File: config.mk
export PLATFORM = sky130hd
export DESIGN_NAME = ptw_arbiter
export DESIGN_NICKNAME = d
export VERILOG_FILES = /design/src/rtl/ptw_arb_pkg.sv /design/src/rtl/ptw_arbiter_rr_arb2.sv /design/src/rtl/ptw_arbiter.sv
export SDC_FILE = /design/constraint.sdc
export NUM_CORES = 1
export LEC_CHECK = 0
export ABC_AREA = 0
export CORE_UTILIZATION = 35
export CTS_CLUSTER_DIAMETER = 200
export CTS_CLUSTER_SIZE = 28
export DETAILED_ROUTE_END_ITERATION = 8
export MAX_ROUTING_LAYER = met4
export PLACE_DENSITY = 0.76
export SYNTH_ARGS = -nofsm -noshare
export SYNTH_HDL_FRONTEND = slang
export SYNTH_HIERARCHICAL = 1
export SYNTH_SLANG_ARGS = --single-unit
File: constraint.sdc
create_clock -name clk -period 1.9 [get_ports clk]
set_clock_uncertainty 0.2 [all_clocks]
set_input_delay 0.38 -clock clk [delete_from_list [all_inputs] [get_ports clk]]
set_output_delay 0.38 -clock clk [all_outputs]
set_load 0.1 [all_outputs]
File: src/rtl/ptw_arb_pkg.sv
// Shared definitions for the two-client page-table-walker arbiter.
// Holds the FSM encoding, bus widths and the fault PTE value.
package ptw_arb_pkg;

    localparam int NUM_REQ = 2;
    localparam int VADDR_W = 32;
    localparam int PTE_W   = 32;

    // An all-zero PTE is the walker's fault indication.
    localparam logic [PTE_W-1:0] PTE_FAULT = 32'h0;

    typedef enum logic [1:0] {
        IDLE    = 2'd0,
        ISSUE   = 2'd1,
        WAIT    = 2'd2,
        DELIVER = 2'd3
    } state_t;

endpackage

File: src/rtl/ptw_arbiter_rr_arb2.sv
// Two-way round-robin grant logic for the PTW arbiter.
// A lone requester always wins; on a tie the requester that was not
// served last wins. The grant is purely combinational.
module rr_arb2
    import ptw_arb_pkg::*;
(
    input  logic [NUM_REQ-1:0] req_valid_i,
    input  logic               last_grant_i,
    output logic [NUM_REQ-1:0] grant_o,
    output logic               grant_idx_o
);

    // Pick the winner index, then expand it to a one-hot grant
    always_comb begin
        grant_idx_o = 1'b0;
        if (req_valid_i == 2'b11) begin
            grant_idx_o = ~last_grant_i;
        end else if (req_valid_i == 2'b10) begin
            grant_idx_o = 1'b1;
        end
        if (req_valid_i == 2'b00) begin
            grant_o = 2'b00;
        end else if (grant_idx_o) begin
            grant_o = 2'b10;
        end else begin
            grant_o = 2'b01;
        end
    end

endmodule

File: src/rtl/ptw_arbiter.sv
// Shares one page-table walker between the ITLB (requester 0) and the
// DTLB (requester 1). One walk is in flight at a time; the PTE returned by
// the walker is routed back unmodified to the requester that owns the walk.
// Optional walk timeout is enabled by defining PTW_ARB_TIMEOUT_EN: a stuck
// walk is answered with a fault PTE and the late walker response is drained.
module ptw_arbiter
    import ptw_arb_pkg::*;
#(
    parameter int NUM_REQ        = ptw_arb_pkg::NUM_REQ,
    parameter int TIMEOUT_CYCLES = 256,
    parameter int CNT_W          = 9
) (
    input  logic                       clk,
    input  logic                       rst,
    input  logic [NUM_REQ-1:0]         req_valid_i,
    output logic [NUM_REQ-1:0]         req_ready_o,
    input  logic [NUM_REQ*VADDR_W-1:0] req_vaddr_i,
    output logic [NUM_REQ-1:0]         resp_valid_o,
    input  logic [NUM_REQ-1:0]         resp_ready_i,
    output logic [PTE_W-1:0]           resp_pte_o,
    output logic                       ptw_req_valid_o,
    input  logic                       ptw_req_ready_i,
    output logic [VADDR_W-1:0]         ptw_vaddr_o,
    input  logic                       ptw_resp_valid_i,
    output logic                       ptw_resp_ready_o,
    input  logic [PTE_W-1:0]           ptw_pte_i
);

    // Only the two-requester arbiter exists, and the counter must reach the limit.
    if (NUM_REQ != 2 || (1 << CNT_W) <= TIMEOUT_CYCLES) begin : g_bad_cfg
        $error("ptw_arbiter: unsupported NUM_REQ/CNT_W/TIMEOUT_CYCLES combination");
    end

    state_t             r_state;
    state_t             w_state_next;
    logic               r_owner;
    logic               w_owner_next;
    logic               r_last_grant;
    logic               w_last_grant_next;
    logic [VADDR_W-1:0] r_vaddr;
    logic [VADDR_W-1:0] w_vaddr_next;
    logic [PTE_W-1:0]   r_pte;
    logic [PTE_W-1:0]   w_pte_next;

    logic [NUM_REQ-1:0] w_grant;
    logic               w_grant_idx;
    logic               w_timeout;
    logic               w_drain;
    logic [VADDR_W-1:0] w_req_vaddr [NUM_REQ];

    // Split the packed request address bus into one word per requester.
    for (genvar gi = 0; gi < NUM_REQ; gi++) begin : g_vaddr_unpack
        assign w_req_vaddr[gi] = req_vaddr_i[gi*VADDR_W +: VADDR_W];
    end

    rr_arb2 u_rr_arb2 (
        .req_valid_i  (req_valid_i),
        .last_grant_i (r_last_grant),
        .grant_o      (w_grant),
        .grant_idx_o  (w_grant_idx)
    );

`ifdef PTW_ARB_TIMEOUT_EN
    logic [CNT_W-1:0] r_cnt;
    logic             r_drain;

    // The limit is hit on the TIMEOUT_CYCLES-th WAIT cycle with no response;
    // a response in that same cycle wins.
    assign w_timeout = (r_state == WAIT) && !ptw_resp_valid_i
                    && (r_cnt == CNT_W'(TIMEOUT_CYCLES - 1));
    assign w_drain   = r_drain;

    // Count silent WAIT cycles and remember that one stale response is owed
    always_ff @(posedge clk) begin
        if (rst) begin
            r_cnt   <= '0;
            r_drain <= 1'b0;
        end else begin
            if (r_state == ISSUE && ptw_req_valid_o && ptw_req_ready_i) begin
                r_cnt <= '0;
            end else if (r_state == WAIT && !ptw_resp_valid_i) begin
                r_cnt <= r_cnt + 1'b1;
            end
            if (w_timeout) begin
                r_drain <= 1'b1;
            end else if (r_drain && ptw_resp_valid_i) begin
                r_drain <= 1'b0;
            end
        end
    end
`else
    assign w_timeout = 1'b0;
    assign w_drain   = 1'b0;
`endif

    // State and data registers
    always_ff @(posedge clk) begin
        if (rst) begin
            r_state      <= IDLE;
            r_owner      <= 1'b0;
            r_last_grant <= 1'b1;
            r_vaddr      <= '0;
            r_pte        <= PTE_FAULT;
        end else begin
            r_state      <= w_state_next;
            r_owner      <= w_owner_next;
            r_last_grant <= w_last_grant_next;
            r_vaddr      <= w_vaddr_next;
            r_pte        <= w_pte_next;
        end
    end

    // Next-state logic and state-decoded handshake outputs
    always_comb begin
        w_state_next      = r_state;
        w_owner_next      = r_owner;
        w_last_grant_next = r_last_grant;
        w_vaddr_next      = r_vaddr;
        w_pte_next        = r_pte;
        req_ready_o       = '0;
        ptw_req_valid_o   = 1'b0;
        ptw_resp_ready_o  = w_drain;
        case (r_state)
            IDLE: begin
                req_ready_o = w_grant;
                if ((req_valid_i & w_grant) != '0) begin
                    w_owner_next = w_grant_idx;
                    w_vaddr_next = w_req_vaddr[w_grant_idx];
                    w_state_next = ISSUE;
                end
            end
            ISSUE: begin
                // A stale response must be drained before a new walk starts.
                ptw_req_valid_o = !w_drain;
                if (!w_drain && ptw_req_ready_i) begin
                    w_state_next = WAIT;
                end
            end
            WAIT: begin
                ptw_resp_ready_o = 1'b1;
                if (ptw_resp_valid_i) begin
                    w_pte_next   = ptw_pte_i;
                    w_state_next = DELIVER;
                end else if (w_timeout) begin
                    w_pte_next   = PTE_FAULT;
                    w_state_next = DELIVER;
                end
            end
            DELIVER: begin
                if (resp_ready_i[r_owner]) begin
                    w_last_grant_next = r_owner;
                    w_state_next      = IDLE;
                end
            end
            default: begin
                w_state_next = IDLE;
            end
        endcase
    end

    // Response valid goes only to the owner of the walk.
    for (genvar gi = 0; gi < NUM_REQ; gi++) begin : g_resp_valid
        assign resp_valid_o[gi] = (r_state == DELIVER) && (r_owner == 1'(gi));
    end

    assign resp_pte_o  = (r_state == DELIVER) ? r_pte   : '0;
    assign ptw_vaddr_o = (r_state == ISSUE)   ? r_vaddr : '0;

endmodule

**Yosys cells after proc, flatten, opt, wreduce, memory -nomap -nowiden**

Index checks and enable logic that the tools add are counted.

- Flip-flop bits (word level): 68
- Input port bits: 104
- Output and inout port bits: 70
- Logic and storage cells: 48

- Order comparisons: 2
- Equality and inequality tests: 9
- Mux-type cells: 19
- Bitwise logic cells: 4
- Reduce and logical (&&, ||, !) cells: 9

Operators with widths:

| cell | count |
|---|---|
| 32-bit two-way mux | 5 |
| 2-bit two-way mux | 7 |
| 2-bit equality test (second input constant) | 4 |
| 2-bit inequality test (second input constant) | 4 |
| 2-bit one-hot mux with 4 select lines | 1 |
| 1-bit two-way mux | 6 |
| 2-bit AND reduction | 3 |
| 2-bit zero test | 2 |
| 4-bit AND reduction | 1 |
| 2-bit bitwise AND | 1 |
| 2-bit by 1-bit equality test with 1-bit output (second input constant) | 1 |
| 2-bit greater-or-equal comparator (second input constant) | 1 |
| 1-bit logical AND | 2 |
| 1-bit by 2-bit less-than comparator with 1-bit output (second input constant) | 1 |
| 1-bit NOT | 2 |
| 1-bit NOT with 2-bit output | 1 |
| 2-bit nonzero test | 1 |

**Longest topological paths before layout**

Gate-level depths: netlist of the first run.

- Word-level depth: 9
- Mapped depth: 8
- Mapped depth without buffers: 6

**Modules after synthesis**

Netlist of the first run, hierarchy kept.

By module, submodules not included:

| module | instances | cells an instance | area an instance (µm²) | sequential area each (µm²) |
|---|---|---|---|---|
| ptw_arbiter | 1 | 389 | 3200.6 | 1361.3 |
| rr_arb2 | 1 | 4 | 26.3 | 0.0 |

**Worst setup path before layout of the first run**

No wires, ideal clock.

- Path type: reg-to-output
- Start: register r_state[1]
- End: output ptw_vaddr_o[10]
- Arrival: 2.326 ns
- Data required time: 1.320 ns
- Path slack: -1.006 ns
- Stages on the path, launching flop included: 5
- Path through: dfxtp_1 > inv_1 > ha_1 > clkbuf_1 > and2_1

- Word-level cells in the longest chain between the ends: 2

Ends and longest elaborated chain:

| item | RTL line | source |
|---|---|---|
| from (decl) | ptw_arbiter.sv:34 | `state_t r_state;` |
| from (signal assigned) | ptw_arbiter.sv:105 | `r_state <= w_state_next;` |
| 2-bit by 1-bit equality test with 1-bit output | ptw_arbiter.sv:167 | `assign ptw_vaddr_o = (r_state == ISSUE) ? r_vaddr : '0;` |
| 32-bit two-way mux | ptw_arbiter.sv:167 |  |
| to (decl) | ptw_arbiter.sv:23 | `output logic [VADDR_W-1:0] ptw_vaddr_o,` |

Every way passes these cells.

**Worst setup path in the final report of the first run**

- Start: register r_state[0]
- End: output resp_pte_o[25]

- Word-level cells in the longest chain between the ends: 2

Ends and longest elaborated chain:

| item | RTL line | source |
|---|---|---|
| 2-bit equality test | ptw_arbiter.sv:166 | `assign resp_pte_o = (r_state == DELIVER) ? r_pte : '0;` |
| 32-bit two-way mux | ptw_arbiter.sv:166 |  |
| to (decl) | ptw_arbiter.sv:20 | `output logic [PTE_W-1:0] resp_pte_o,` |

Every way passes these cells.

==> results.cfg, run 1 <==
[place]
hpwl_mm = 7.09
port_buffers = 173
placed_cells_incl_taps = 660
place_congestion = 0.777
place_area_um2 = 6080

[floorplanning]
die_h_um = 98.0
start_util = 0.366
die-area_um2 = 9610
core_um2 = 8810
fp.dieW_um = 98.0
fp-row-count = 34
io_pins = 174

[pwr]
cellLeakagePower_nw = 2.65
peakVddDrop_mv = 0.808
power.density_nw_per_um2 = 1070
p_total_mw = 7.32

[setup_path]
crit_family = flip-flops
critPathMaxStageDelay_ns = 0.40
path_max_fanout = 7
regToRegSetupSlack_ns = -0.07
cp_cell_sequence = ha_4 -> clkbuf_16 -> and2_4 -> buf_12
r2r_end = r_vaddr[26]
cp_slowest_cell = dfxtp_4
worstReg2RegStart = r_state[1]
cp.buffers_inverters = 2
setup.worst_path.end_class = primary output
rr_worst_depth = 10
start_kind = flip-flop
cp.required_ns = 1.32
arrival_ns = 1.48
critPathKind = reg2out
critical_path_depth = 4

[grt]
antenna_found_initial = 0
grt_pass1_vias = 3307
grt_pass1_wl_mm = 15.4
grt_max_degree = 39
gr-total-overflow = 0
track_usage = 0.210

[job]
maxCapViolations = 0

[drt]
viasPerCell = 5.05
drtIter0Drc = 72
ant_nets = 0
wl_per_cell_um = 16.0
routed_wl_mm = 11.2
first_pass_iters = 6
num_vias = 3532
drcViolationCount = 14

[timing]
final_max_slew_viol_count = 0
relSlewSlack = 0.639
rsz0062_at_grt = yes
fmax_mhz = 486
final-hold-violation-count = 0
period_minus_slack_ns = 2.06
fin_crit_sh = 1.08
finalSetupViolations = 90
setup_ws_ns = -0.156
tightest_slew_ns = 0.541

[worst_hold_path]
hold_path.class = in2reg
min_path_cells = 2
whs_endpoint = r_state[0]
hp-start = rst

[final_layout]
syn2layout_area_growth_pct = 112
drive_above_1_share = 0.407
antenna_cells = 0
final_area_um2 = 6840
fin_nets = 697
layoutNonFillerInstCount = 700

[synthesis]
ys_ff_latch = 68
ys_async_sr_fraction = 0
yosysWarnings = 6
synth_cell_types = 21
seq_area_frac_synth = 0.422
syn_nets = 502
postSynthAreaPerCell_um2 = 8.21
syn_area_um2 = 3230
ys.flop_type = dfxtp_1
synth_edf_count = 0
synth_cells = 393

[clock_tree]
cts_root_buf = clkbuf_8
numCtsBuffers = 9
cts_sinks = 68
cts_hold_buf = 0
cts_tree = done
cts_buffer_depth = 2
clk_latency_ns = 0.34
htree_num_levels = 3
clk_pin_slew_worst_paths_ns = 0.07

[outcome]
status = complete, but fails checks
violations = DRC, setup timing
[cell type report]
| class | instances | area [µm²] |
|---|---|---|
| Timing Repair Buffer | 217 | 3000 |
| Multi-Input combinational cell | 286 | 2120 |
| Fill cell | 538 | 1970 |
| Sequential cell | 68 | 1370 |
| Clock buffer | 13 | 149 |
| Tap cell | 108 | 135 |
| Clock inverter | 2 | 35.0 |
| Inverter | 6 | 27.5 |
[Yosys cell counts (3+ instances only)]
cell,number,area share
a211oi_1,33,0.077
mux2i_1,34,0.11
nand2_1,67,0.078
clkbuf_1,21,0.024
a21boi_1,3,0.0070
buf_1,5,0.0058
ha_1,5,0.019
buf_2,7,0.011
inv_1,6,0.0070
dfxtp_1,68,0.42
nor2_1,34,0.040
a21oi_1,35,0.054
and2_1,67,0.13
[layout by cell type, fill, tap and decap left out, types with 4 or more instances in the layout]
master / n
a211oi_2: 30
a21oi_1: 35
and2_4: 67
buf_12: 78
buf_4: 19
buf_6: 10
clkbuf_16: 4
clkbuf_8: 10
clkdlybuf4s50_1: 100
dfxtp_1: 65
ha_4: 4
inv_1: 4
mux2i_1: 34
nand2_1: 67
nor2_1: 32
[routing by layer]
| metal | wire (µm) | GRT usage |
|---|---|---|
| met5 | 0 | - |
| met4 | 236 | 0.0828 |
| met3 | 977 | 0.0716 |
| met2 | 5680 | 0.361 |
| met1 | 4340 | 0.221 |
[repair_timing]
item,in CTS,in global routing
buffers inserted,9,14
pin swaps,10,25
endpoints found under the setup margin,72,100
resized for setup,24,50
cloned,1,7
[sequential cells by signal, indices dropped and copies added, names as in the netlist]
signal	count
r_last_grant	1
r_owner	1
r_pte	32
r_state	2
r_vaddr	32
[metrics by stage]
stage / hold WS (ns) / util / setup TNS (ns) / setup WS [ns]
floorplan: 0.232 / - / -0.623 / -0.160
global placement: 0.242 / 0.690 / -8.07 / -0.258
detailed placement: 0.247 / 0.690 / -10.68 / -0.396
CTS: 0.0471 / 0.728 / -8.44 / -0.184
global route: 0.0657 / 0.776 / -14.94 / -0.215
finish: 0.0711 / 0.776 / -9.28 / -0.156
[cells by family (layout without fill, tap and decap cells)]
family / after synthesis / after routing / synth area share
fa+ha+maj: 5 / 5 / 0.0194
buf+inv: 39 / 238 / 0.0481
simple gates: 171 / 171 / 0.254
compound gates: 76 / 76 / 0.151
flops: 68 / 68 / 0.422
mux: 34 / 34 / 0.105
[how the worst max path moves through the flow]
stage	startpoint	end	slack, ns
after floorplan	r_state[1]	ptw_vaddr_o[10]	-0.16
after global placement	req_valid_i[0]	r_vaddr[31]	-0.26
after detailed placement	req_valid_i[0]	r_vaddr[17]	-0.40
after CTS	r_state[1]	ptw_vaddr_o[10]	-0.18
after global routing	r_state[0]	resp_pte_o[2]	-0.21
final	r_state[0]	resp_pte_o[25]	-0.16
[report_power, final]
group / internal (mW) / total [mW] / switching, mW
Clock: 0.635 / 1.16 / 0.524
Combinational: 1.95 / 4.24 / 2.28
Sequential: 1.72 / 1.93 / 0.206
Total: 4.31 / 7.32 / 3.01
No activity file was read; power rests on OpenSTA's default activity.
==> inputs of run 2 (changes only) <==
CTS_CLUSTER_DIAMETER = 80   (was 200)
==> results of run 2 <==
No change in the layout: final DEF, timing and power equal those of run 1.
==> inputs of run 3 (changes only) <==
SKIP_LAST_GASP = 1   (was default)
SLEW_MARGIN = 30   (was default)
==> run 3 against run 2 <==
The run still ends with DRC, setup timing left. Global-route usage unchanged. Total power fell by 1.3%. Maximum frequency decreased by 0.80%. Critical path depth is 1 higher. Die area did not move. Worst setup slack worse by 0.017 ns. Final cell count did not move. Clock power barely moved. Critical path type unchanged. Highest routed layer unchanged.
==> results.cfg, run 3 (same netlist as run 1, synthesis figures left out) <==
[pwr]
cellLeakagePower_nw = 2.63
power.switching_mw = 2.97
swShare = 0.411
p_total_mw = 7.23
power.density_nw_per_um2 = 1070
intPower_mw = 4.26
combPwrFrac = 0.574
peakVddDrop_mv = 0.833
seqPwrFrac = 0.266
clkPwrFrac = 0.160

[final_layout]
reg.largest.list = r_pte (32), r_vaddr (32), r_state (2)
antenna_cells = 0
final_area_um2 = 6770
layout_commonest_cell = clkdlybuf4s50_1
drive_above_1_share = 0.390
fillers = 553
final_util = 0.768
final_cell_mix = 100 x clkdlybuf4s50_1, 77 x buf_12, 67 x nand2_1
fin_nets = 697
syn2layout_area_growth_pct = 110

[grt]
grt_max_degree = 39
grt_pass1_wl_mm = 15.4
antenna_found_initial = 0
grt_pass1_vias = 3315
track_usage = 0.210
gr-total-overflow = 0

[floorplanning]
die-area_um2 = 9610
die_h_um = 98.0
start_util = 0.366
fp.dieW_um = 98.0
core_um2 = 8810
fp-row-count = 34
io_pins = 174

[setup_path]
r2r_end = r_vaddr[9]
critPathKind = reg2out
cp.required_ns = 1.32
worstReg2RegStart = r_state[1]
crit_start = r_state[1]
arrival_ns = 1.49
start_kind = flip-flop
setup.worst_path.end_class = primary output
path_max_fanout = 12
rr_worst_depth = 10
cp-endpoint = ptw_vaddr_o[0]
regToRegSetupSlack_ns = -0.10

[timing]
setup_ws_ns = -0.172
holdWs_ns = 0.0717
tightest_slew_ns = 0.490
final-hold-violation-count = 0
fmax_mhz = 483
fin_crit_sh = 1.09
final_max_slew_viol_count = 0
period_minus_slack_ns = 2.07
relSlewSlack = 0.674
rsz0062_at_grt = yes
finalSetupViolations = 95

[clock_tree]
cts_root_buf = clkbuf_8
cts_tree = done
clk_pin_slew_worst_paths_ns = 0.07
numCtsBuffers = 9
htree_num_levels = 3
cts_sinks = 68
cts_buffer_depth = 2
cts_hold_buf = 0
clk_latency_ns = 0.34

[place]
place_area_um2 = 6080
dp_slack_ns = -0.396
port_buffers = 173
hpwl_mm = 7.09
place_congestion = 0.777

[drt]
ant_nets = 0
drtIter0Drc = 84
wl_per_cell_um = 15.8
routed_wl_mm = 11.0
drcViolationCount = 13
viasPerCell = 5.02
first_pass_iters = 7
num_vias = 3511

[worst_hold_path]
hold_path.class = in2reg

[job]
maxCapViolations = 0

[outcome]
status = complete, but fails checks
violations = DRC, setup timing
run 3: cell counts in the layout (fill, tap and decap cells not counted):
No cell type changed its count.
run 3: layout make-up:
type	instances	area (µm²)	area share
Clock buffer	13	149	0.0220
Clock inverter	2	35.0	0.00518
Inverter	6	27.5	0.00407
Multi-Input combinational cell	286	2070	0.306
Sequential cell	68	1370	0.203
Tap cell	108	135	0.0200
Timing Repair Buffer	217	2980	0.441
run 3: worst min-delay path by stage:
stage,from,end,slack [ns],depth (start not counted)
floorplan,r_pte[0],r_pte[0],0.23,2
global route,rst,r_state[0],0.07,2
finish,rst,r_state[0],0.07,2
CTS,rst,r_state[0],0.05,2
global placement,r_pte[20],r_pte[20],0.24,2
detailed placement,r_pte[13],r_pte[13],0.25,2
run 3: what timing repair did:
item	4_1_cts	5_1_grt
gates resized for setup	21	36
pin swaps	9	21
buffers inserted	9	12
endpoints found under the setup margin	72	100
gates cloned	1	7
run 3: power groups by stage:
stage               Sequential [mW]  Combinational, mW  Clock, mW
floorplan                      1.86               2.17          0
global placement               1.89               3.30          0
detailed placement             1.91               3.38          0
CTS                            1.90               3.61       1.17
global route                   1.96               4.36       1.25
finish                         1.92               4.15       1.15
run 3: through the flow:
stage | instances | setup TNS, ns
6_report | 700 | -9.84
5_1_grt | 700 | -15.75
4_1_cts | 684 | -8.49
3_5_place_dp | 660 | -10.68
3_3_place_gp | 660 | -8.07
2_1_floorplan | 393 | -0.623
run 3: critical path, stage by stage (launching register included):
cell	delay [ns]
dfxtp_4	0.38
inv_4	0.04
ha_4	0.19
buf_12	0.15
and2_2	0.21
buf_12	0.17
run 3: metal layers:
| layer | track usage | routed length [µm] | up-vias |
|---|---|---|---|
| li1 | - | - | 1693 |
| met1 | 0.221 | 4270 | 1629 |
| met2 | 0.361 | 5550 | 173 |
| met3 | 0.0716 | 1000 | 16 |
| met4 | 0.0828 | 206 | 0 |
| met5 | - | 0 | - |
